`src/rtl/rob_ctrl.sv`:
```
// rob_ctrl: reorder-buffer pointer/valid/done bookkeeping with in-order retire.
// Optional macro QU_ROB_COMPLETE_BYPASS_EN lets a completing head tag retire in the same cycle.
`default_nettype none

module rob_ctrl #(
    parameter int ROB_DEPTH  = 16,
    localparam int ROB_ADDR_W = $clog2(ROB_DEPTH)
) (
    input  logic                  clk_i,
    input  logic                  rst_ni,
    input  logic                  alloc_req_i,
    output logic                  alloc_gnt_o,
    output logic [ROB_ADDR_W-1:0] tail_ptr_o,
    input  logic                  complete_en_i,
    input  logic [ROB_ADDR_W-1:0] complete_addr_i,
    input  logic                  flush_i,
    output logic                  retire_en_o,
    output logic [ROB_ADDR_W-1:0] retire_rob_addr_o,
    output logic [ROB_ADDR_W-1:0] head_ptr_o,
    output logic [ROB_ADDR_W:0]   count_o,
    output logic                  full_o,
    output logic                  empty_o
);

    typedef logic [ROB_ADDR_W-1:0] rob_addr_t;
    typedef logic [ROB_ADDR_W:0]   rob_cnt_t;

    localparam rob_addr_t FIRST_TAG = rob_addr_t'(1);
    localparam rob_addr_t LAST_TAG  = rob_addr_t'(ROB_DEPTH - 1);
    localparam rob_cnt_t  FULL_CNT  = rob_cnt_t'(ROB_DEPTH - 1);

    rob_addr_t              head_q, head_d;
    rob_addr_t              tail_q, tail_d;
    rob_cnt_t               count_q, count_d;
    logic [ROB_DEPTH-1:0]   valid_q, valid_d;
    logic [ROB_DEPTH-1:0]   done_q, done_d;

    logic                   w_full;
    logic                   w_empty;
    logic                   w_gnt;
    logic                   w_retire;
    logic                   w_complete_ok;

    // Tag 0 means "no tag", so pointers wrap from the last slot back to 1.
    function automatic rob_addr_t ptr_inc(input rob_addr_t p);
        return (p == LAST_TAG) ? FIRST_TAG : rob_addr_t'(p + 1'b1);
    endfunction

    assign w_full        = (count_q == FULL_CNT);
    assign w_empty       = (count_q == '0);
    assign w_gnt         = alloc_req_i & ~w_full & ~flush_i;
    assign w_complete_ok = complete_en_i & valid_q[complete_addr_i];

`ifdef QU_ROB_COMPLETE_BYPASS_EN
    assign w_retire = ~flush_i & ((~w_empty & done_q[head_ptr_o]) |
                                  (w_complete_ok & (complete_addr_i == head_q)));
`else
    assign w_retire = ~flush_i & ~w_empty & done_q[head_q];
`endif

    always_comb begin
        head_d  = head_q;
        tail_d  = tail_q;
        count_d = count_q;
        valid_d = valid_q;
        done_d  = done_q;

        if (flush_i) begin
            head_d  = FIRST_TAG;
            tail_d  = FIRST_TAG;
            count_d = '0;
            valid_d = '0;
            done_d  = '0;
        end else begin
            if (w_complete_ok) begin
                done_d[complete_addr_i] = 1'b1;
            end
            if (w_gnt) begin
                valid_d[tail_q] = 1'b1;
                done_d[tail_q]  = 1'b0;
                tail_d          = ptr_inc(tail_q);
            end
            // Retire clears last so a same-cycle completion of the head has no lasting effect.
            if (w_retire) begin
                valid_d[head_q] = 1'b0;
                done_d[head_q]  = 1'b0;
                head_d          = ptr_inc(head_q);
            end
            case ({w_gnt, w_retire})
                2'b10:   count_d = count_q + 1'b1;
                2'b01:   count_d = count_q - 1'b1;
                default: count_d = count_q;
            endcase
        end
    end

    always_ff @(posedge clk_i or negedge rst_ni) begin
        if (!rst_ni) begin
            head_q  <= FIRST_TAG;
            tail_q  <= FIRST_TAG;
            count_q <= '0;
            valid_q <= '0;
            done_q  <= '0;
        end else begin
            head_q  <= head_d;
            tail_q  <= tail_d;
            count_q <= count_d;
            valid_q <= valid_d;
            done_q  <= done_d;
        end
    end

    assign alloc_gnt_o       = w_gnt;
    assign tail_ptr_o        = tail_q;
    assign retire_en_o       = w_retire;
    assign retire_rob_addr_o = head_q;
    assign head_ptr_o        = head_q;
    assign count_o           = count_q;
    assign full_o            = w_full;
    assign empty_o           = w_empty;

endmodule

`default_nettype wire

```
`config.mk`:
```
export PLATFORM = sky130hd
export DESIGN_NAME = rob_ctrl
export DESIGN_NICKNAME = d
export VERILOG_FILES = /design/src/rtl/rob_ctrl.sv
export SDC_FILE = /design/constraint.sdc
export NUM_CORES = 1
export LEC_CHECK = 0
export CORE_MARGIN = 4
export CORE_UTILIZATION = 55
export CTS_CLUSTER_DIAMETER = 30
export CTS_CLUSTER_SIZE = 10
export DETAILED_ROUTE_END_ITERATION = 8
export PLACE_DENSITY = 0.88
export SYNTH_ARGS = -nofsm -noshare
export SYNTH_HDL_FRONTEND = slang
export SYNTH_SLANG_ARGS = --single-unit
```
`constraint.sdc`:
```
create_clock -name clk_i -period 3.5 [get_ports clk_i]
set_clock_uncertainty 0.15 [all_clocks]
set_input_delay 0.7 -clock clk_i [delete_from_list [all_inputs] [get_ports clk_i]]
set_output_delay 0.7 -clock clk_i [all_outputs]
set_load 0.01 [all_outputs]
```
# ---- Word-level counts from Yosys, hierarchy flattened
# Index checks and enable logic that the tools add are counted.
# Widths: inputs -> output; s select.
dict set report totals {
  input_bits 9
  output_inout_bits 21
  regBits 45
  elab_cells 70
}
dict set report op_classes {
  n_bitwise 15
  add_sub_neg 4
  order_cmp 6
  eq_ne 5
  n_reduce_logical 7
  muxes 28
}
# operator count
set op_table {}
lappend op_table {{$mux 16} 10}
lappend op_table {{$and 16x16->16} 3}
lappend op_table {{$not 16->16} 2}
lappend op_table {{$or 16x16->16} 2}
lappend op_table {{$mux 4} 6}
lappend op_table {{$lt 4x5->1 const B} 3}
lappend op_table {{$demux 1 s4} 3}
lappend op_table {{$ge 4x1->1 const B} 3}
lappend op_table {{$pmux 5 s2} 1}
lappend op_table {{$add 4x1->4 const B} 2}
lappend op_table {{$bmux 1 s4} 2}
lappend op_table {{$eq 4x4->1 const B} 2}
lappend op_table {{$add 5x1->5 const B} 1}
lappend op_table {{$and 1x1->1} 5}
lappend op_table {{$eq 5x4->1 const B} 1}
lappend op_table {{$logic_not 5->1} 1}
lappend op_table {{$mux 1} 5}
lappend op_table {{$mux 5} 1}
lappend op_table {{$sub 5x1->5 const B} 1}
lappend op_table {{$reduce_bool 2->1} 2}
lappend op_table {{$logic_and 1x1->1} 3}
lappend op_table {{$not 1->1} 3}
lappend op_table {{$reduce_bool 3->1} 1}
lappend op_table {{$eq 2x1->1 const B} 1}
lappend op_table {{$eq 2x2->1 const B} 1}

# ---- Logic depth before layout (Yosys ltp)
dict set report depth {
  ltp_word 13
  depth_mapped 15
  depth_no_buf 14
}

# ---- Worst setup path before layout
# Ideal clock, no wire load.
dict set report synth_timing {
  kind {register -> register}
  startpoint {register head_q[0] (netlist: head_ptr_o[0])}
  endpoint {register count_q[4] (netlist: count_o[4])}
  t_required_ns 3.227
  stages_incl_launch_ff 14
  t_arrival_ns 2.726
  setup_ns 0.123
  n_path_buf 1
  period_less_slack_ns 2.999
  slack_ns 0.501
  cell_sequence {dfstp_2 > buf_6 > mux4_2 > mux2i_1 > mux2_4 > nor3_4 > nand2_2 > inv_1 > ha_1 > a31oi_1 > nor2_1 > a2bb2oi_1 > o21ai_0 > a21oi_1}
}
dict set report synth_between {
  elab_chain_len 6
  word_cells_on_any_way 8
  cone_classes {eq/ne: 2; mux: 4; bitwise: 1; reduce/logical: 1}
}
# item line
set synth_lines {}
lappend synth_lines {{start, declared} 32} ;# rob_addr_t head_q, head_d;
lappend synth_lines {{start signal, assigned} 99} ;# head_q <= FIRST_TAG;
lappend synth_lines {{start signal, assigned} 105} ;# head_q <= head_d;
lappend synth_lines {{$bmux 1 s4 (*)} 58} ;# assign w_retire = ~flush_i & ~w_empty & done_q[head_q];
lappend synth_lines {{$mux 1 (not written as such) (*)} 58}
lappend synth_lines {{$and 1x1->1 (*)} 58}
lappend synth_lines {{$eq 2x1->1 / $eq 2x2->1 (equally long branches)} 89} ;# case ({w_gnt, w_retire})
lappend synth_lines {{$pmux 5 s2} 89}
lappend synth_lines {{$mux 5} 68} ;# if (flush_i) begin
lappend synth_lines {{end signal, assigned} 107} ;# count_q <= count_d;
lappend synth_lines {{end, declared} 34} ;# rob_cnt_t count_q, count_d;
# Mark *: on every way between the ends. The rest lies on a longest branch, timed or not. The select of a mux whose other input is x is not followed.
# A chain may end at the register's enable or synchronous reset.

# ---- Worst setup path in the final report
dict set report layout_timing {
  startpoint {register head_q[0] (netlist: head_ptr_o[0])}
  endpoint {output port retire_en_o}
}
dict set report layout_between {
  elab_chain_len 3
}
# item line
set layout_lines {}
lappend layout_lines {{$bmux 1 s4} 58}
lappend layout_lines {{$mux 1 (not written as such)} 58}
lappend layout_lines {{$and 1x1->1} 58}
lappend layout_lines {{end, declared} 17} ;# output logic retire_en_o,
# Every way passes these cells. The select of a mux whose other input is x is not followed.

==> results.sh <==
export IMPL_wl_per_cell_um=18.13
export IMPL_status="finished clean"
export IMPL_grt_max_degree=46
export IMPL_clock_latency_ns=0.30
export IMPL_final_common_cell="nor2_1"
export IMPL_met3WireLength_um=422
export IMPL_cp_num_buf_inv=2
export IMPL_placed_area_um2=3034
export IMPL_cts_sinks=45
export IMPL_fin_cells=388
export IMPL_gp_congestion=0.9595
export IMPL_h_tree_depth=2
export IMPL_dieArea_um2=6143
export IMPL_initial_core_util=0.5729
export IMPL_ir_drop_mv=0.2162
export IMPL_power_density_nw_per_um2=313.0
export IMPL_max_stage_delay_ns=0.63
export IMPL_crit_fanout=12
export IMPL_final_nets=339
export IMPL_synthToLayoutAreaGrowth_pct=15.39
export IMPL_ys_types=48
export IMPL_cts_buffer_depth=2
export IMPL_synth_area_leaders="dfrtp_1, nor2_1, mux4_2"
export IMPL_drt_iter0_drc=240
export IMPL_ant_nets=0
export IMPL_min_period_over_period=0.9718
export IMPL_worstSetupPathType="register to output pin"
export IMPL_holdWs_ns=0.4042
export IMPL_cts_buffers=5
export IMPL_route_met2_wl_um=3520
export IMPL_post_route_drc_count=0
export IMPL_hold_viol_final=0
export IMPL_synth_seq_area_share=0.4143
export IMPL_wirelength_um=7034
export IMPL_vias=2387
export IMPL_dp_cells=379
export IMPL_crit_family="buffers and inverters"
export IMPL_tritoncts="yes"
export IMPL_slew_viol_final=0
export IMPL_cellLeakagePower_nw=1.303
export IMPL_die_h_um=78.38
export IMPL_synthCells=299
export IMPL_coreArea_um2=4755
export IMPL_drive_gt1_frac=0.1121
export IMPL_relSlewSlack=0.3190
export IMPL_grt_pass1_wl_um=11810
export IMPL_layout_common_cells="nor2_1, dfrtp_1, clkdlybuf4s50_1"
export IMPL_ys_seq_elements=45
export IMPL_synth_nets=318
export IMPL_yosysWarnings=0
export IMPL_globalRouteOverflowTotal=0
export IMPL_path_clk_slew_ns=0.09
export IMPL_cp_arrival_ns=2.55
export IMPL_route_detailed_vias_per_inst=6.152
export IMPL_grt_total_usage=0.2462
export IMPL_grt_pass1_vias=2400
export IMPL_port_buffers=29
export IMPL_m1WireLength_um=2986
export IMPL_syn_area_um2=2724
export IMPL_setup_worst_path_end_class="output pin"
export IMPL_hpwl_um=4874
export IMPL_avgSynthCellArea_um2=9.110
export IMPL_rsz0062_at_grt="no"
export IMPL_antenna_found_initial=0
export IMPL_synth_area_leader_cell="dfrtp_1"
export IMPL_worst_slew_pin_slew_ns=1.022
export IMPL_die_x_um=78.38
export IMPL_final_core_util=0.6611
export IMPL_drv_cap=0
export IMPL_worstSetupStartpointType="register"
export IMPL_antenna_cells=0
export IMPL_hp_class="register to register"
export IMPL_worstPathCellList="mux4_2 -> mux2i_1 -> mux2_4 -> nor3_4 -> buf_6 -> clkdlybuf4s50_1"
export IMPL_final_area_um2=3143
export IMPL_period_minus_slack_ns=3.401
export IMPL_critPathRequiredTime_ns=2.65
export IMPL_synth_top_area_frac=0.3950
export IMPL_topRoutingLayerUsed="met4"
export IMPL_cts_root_buf="clkbuf_8"
export IMPL_rows=25
export IMPL_fmax_mhz=294.0
export IMPL_io_pins=30
export IMPL_finalSetupViolCount=0
export IMPL_drtPass1Iterations=4
export IMPL_critical_path_slowest_cell="dfstp_2"
export IMPL_fin_tns_setup_ns=0
## cell type report
| type | instances | area (um2) |
|---|---|---|
| Tap cell | 67 | 83.83 |
| Timing Repair Buffer | 38 | 356.6 |
| Clock buffer | 5 | 68.82 |
| Sequential cell | 45 | 1129 |
| Multi-Input combinational cell | 223 | 1456 |
| Inverter | 7 | 26.28 |
| Fill cell | 411 | 1612 |
| Clock inverter | 3 | 22.52 |
## layer usage
metal  up-vias  track usage
li1       1119            -
met3        12      0.05619
met1      1154       0.3161
met5         -            0
met4         0      0.08392
met2       102       0.4110
## tightest hold or removal path: cells and delay by family (launching register included)
kind	cells	cell delay, ns
simple gates	1	0.09
flops	1	0.36
compound gates	1	0.07
## cell usage after synthesis, drive strengths merged
library cell and count:
o31ai 2, o22ai 4, o31a 1, a22o 1, a221oi 1, inv 7
a211oi 13, a2bb2oi 2, xnor2 2, o32ai 4, ha 10, mux2i 3
nand4 1, or3 2, xor2 2, or3b 1, clkbuf 14, o32a 1
nand3 9, and3 8, nor2 63, o21ai 9, a32oi 1, a31oi 4
buf 10, mux4 8, nor4 11, or4 2, nand3b 4, dfstp 2
and2 1, nand2 19, mux2 2, a21boi 1, a2111oi 1, a21o 1
nor3 8, nor2b 3, dfrtp 43, nand2b 3, a21oi 15
## power by group
| group | switching [mW] | total (mW) | internal [mW] | leakage, nW |
|---|---|---|---|---|
| Sequential | 0.0117 | 0.539 | 0.528 | 0.618 |
| Combinational | 0.0704 | 0.116 | 0.0455 | 0.637 |
| Clock | 0.187 | 0.329 | 0.142 | 0.0481 |
## final timing paths
path	startpoint	endpoint	slack [ns]	depth (start not counted)
hold reg to reg	valid_q[15]	valid_q[15]	0.40	2
min in group asynchronous	rst_ni	done_q[12]	0.41	1
setup / recovery	head_ptr_o[0]	retire_en_o	0.1	6
max in group asynchronous	rst_ni	count_o[0]	2.14	1
hold / removal	valid_q[15]	valid_q[15]	0.40	2
setup reg to reg	head_ptr_o[0]	count_o[4]	0.30	14
## cell families after synthesis
family                     synth area share
AOI/OAI and AO/OA                    0.1484
xor gates and xnor gates            0.01286
adders and majority gates           0.04593
buffers and inverters               0.05328
DFF                                  0.4143
muxes                               0.08681
and+or+nand+nor                      0.2384
## sequential cells by signal (all words and copies together), names as in the netlist
| signal | flops |
|---|---|
| done_q | 16 |
| count_o | 5 |
| head_ptr_o | 4 |
| valid_q | 16 |
| tail_ptr_o | 4 |
## timing repair
item,4_1_cts,5_1_grt
buffers inserted,0,1
hold buffers,0,0
setup endpoints to repair,0,2
gates resized for setup,0,2
## per-stage QoR
step,power (mW),setup WS (ns)
3_3_place_gp,0.6600,0.3062
4_1_cts,0.9907,0.04933
2_1_floorplan,0.6086,0.5005
5_1_grt,1.026,0.0004212
3_5_place_dp,0.6641,0.2904
6_report,0.9839,0.09870
Power figures use the tool's default switching activity.
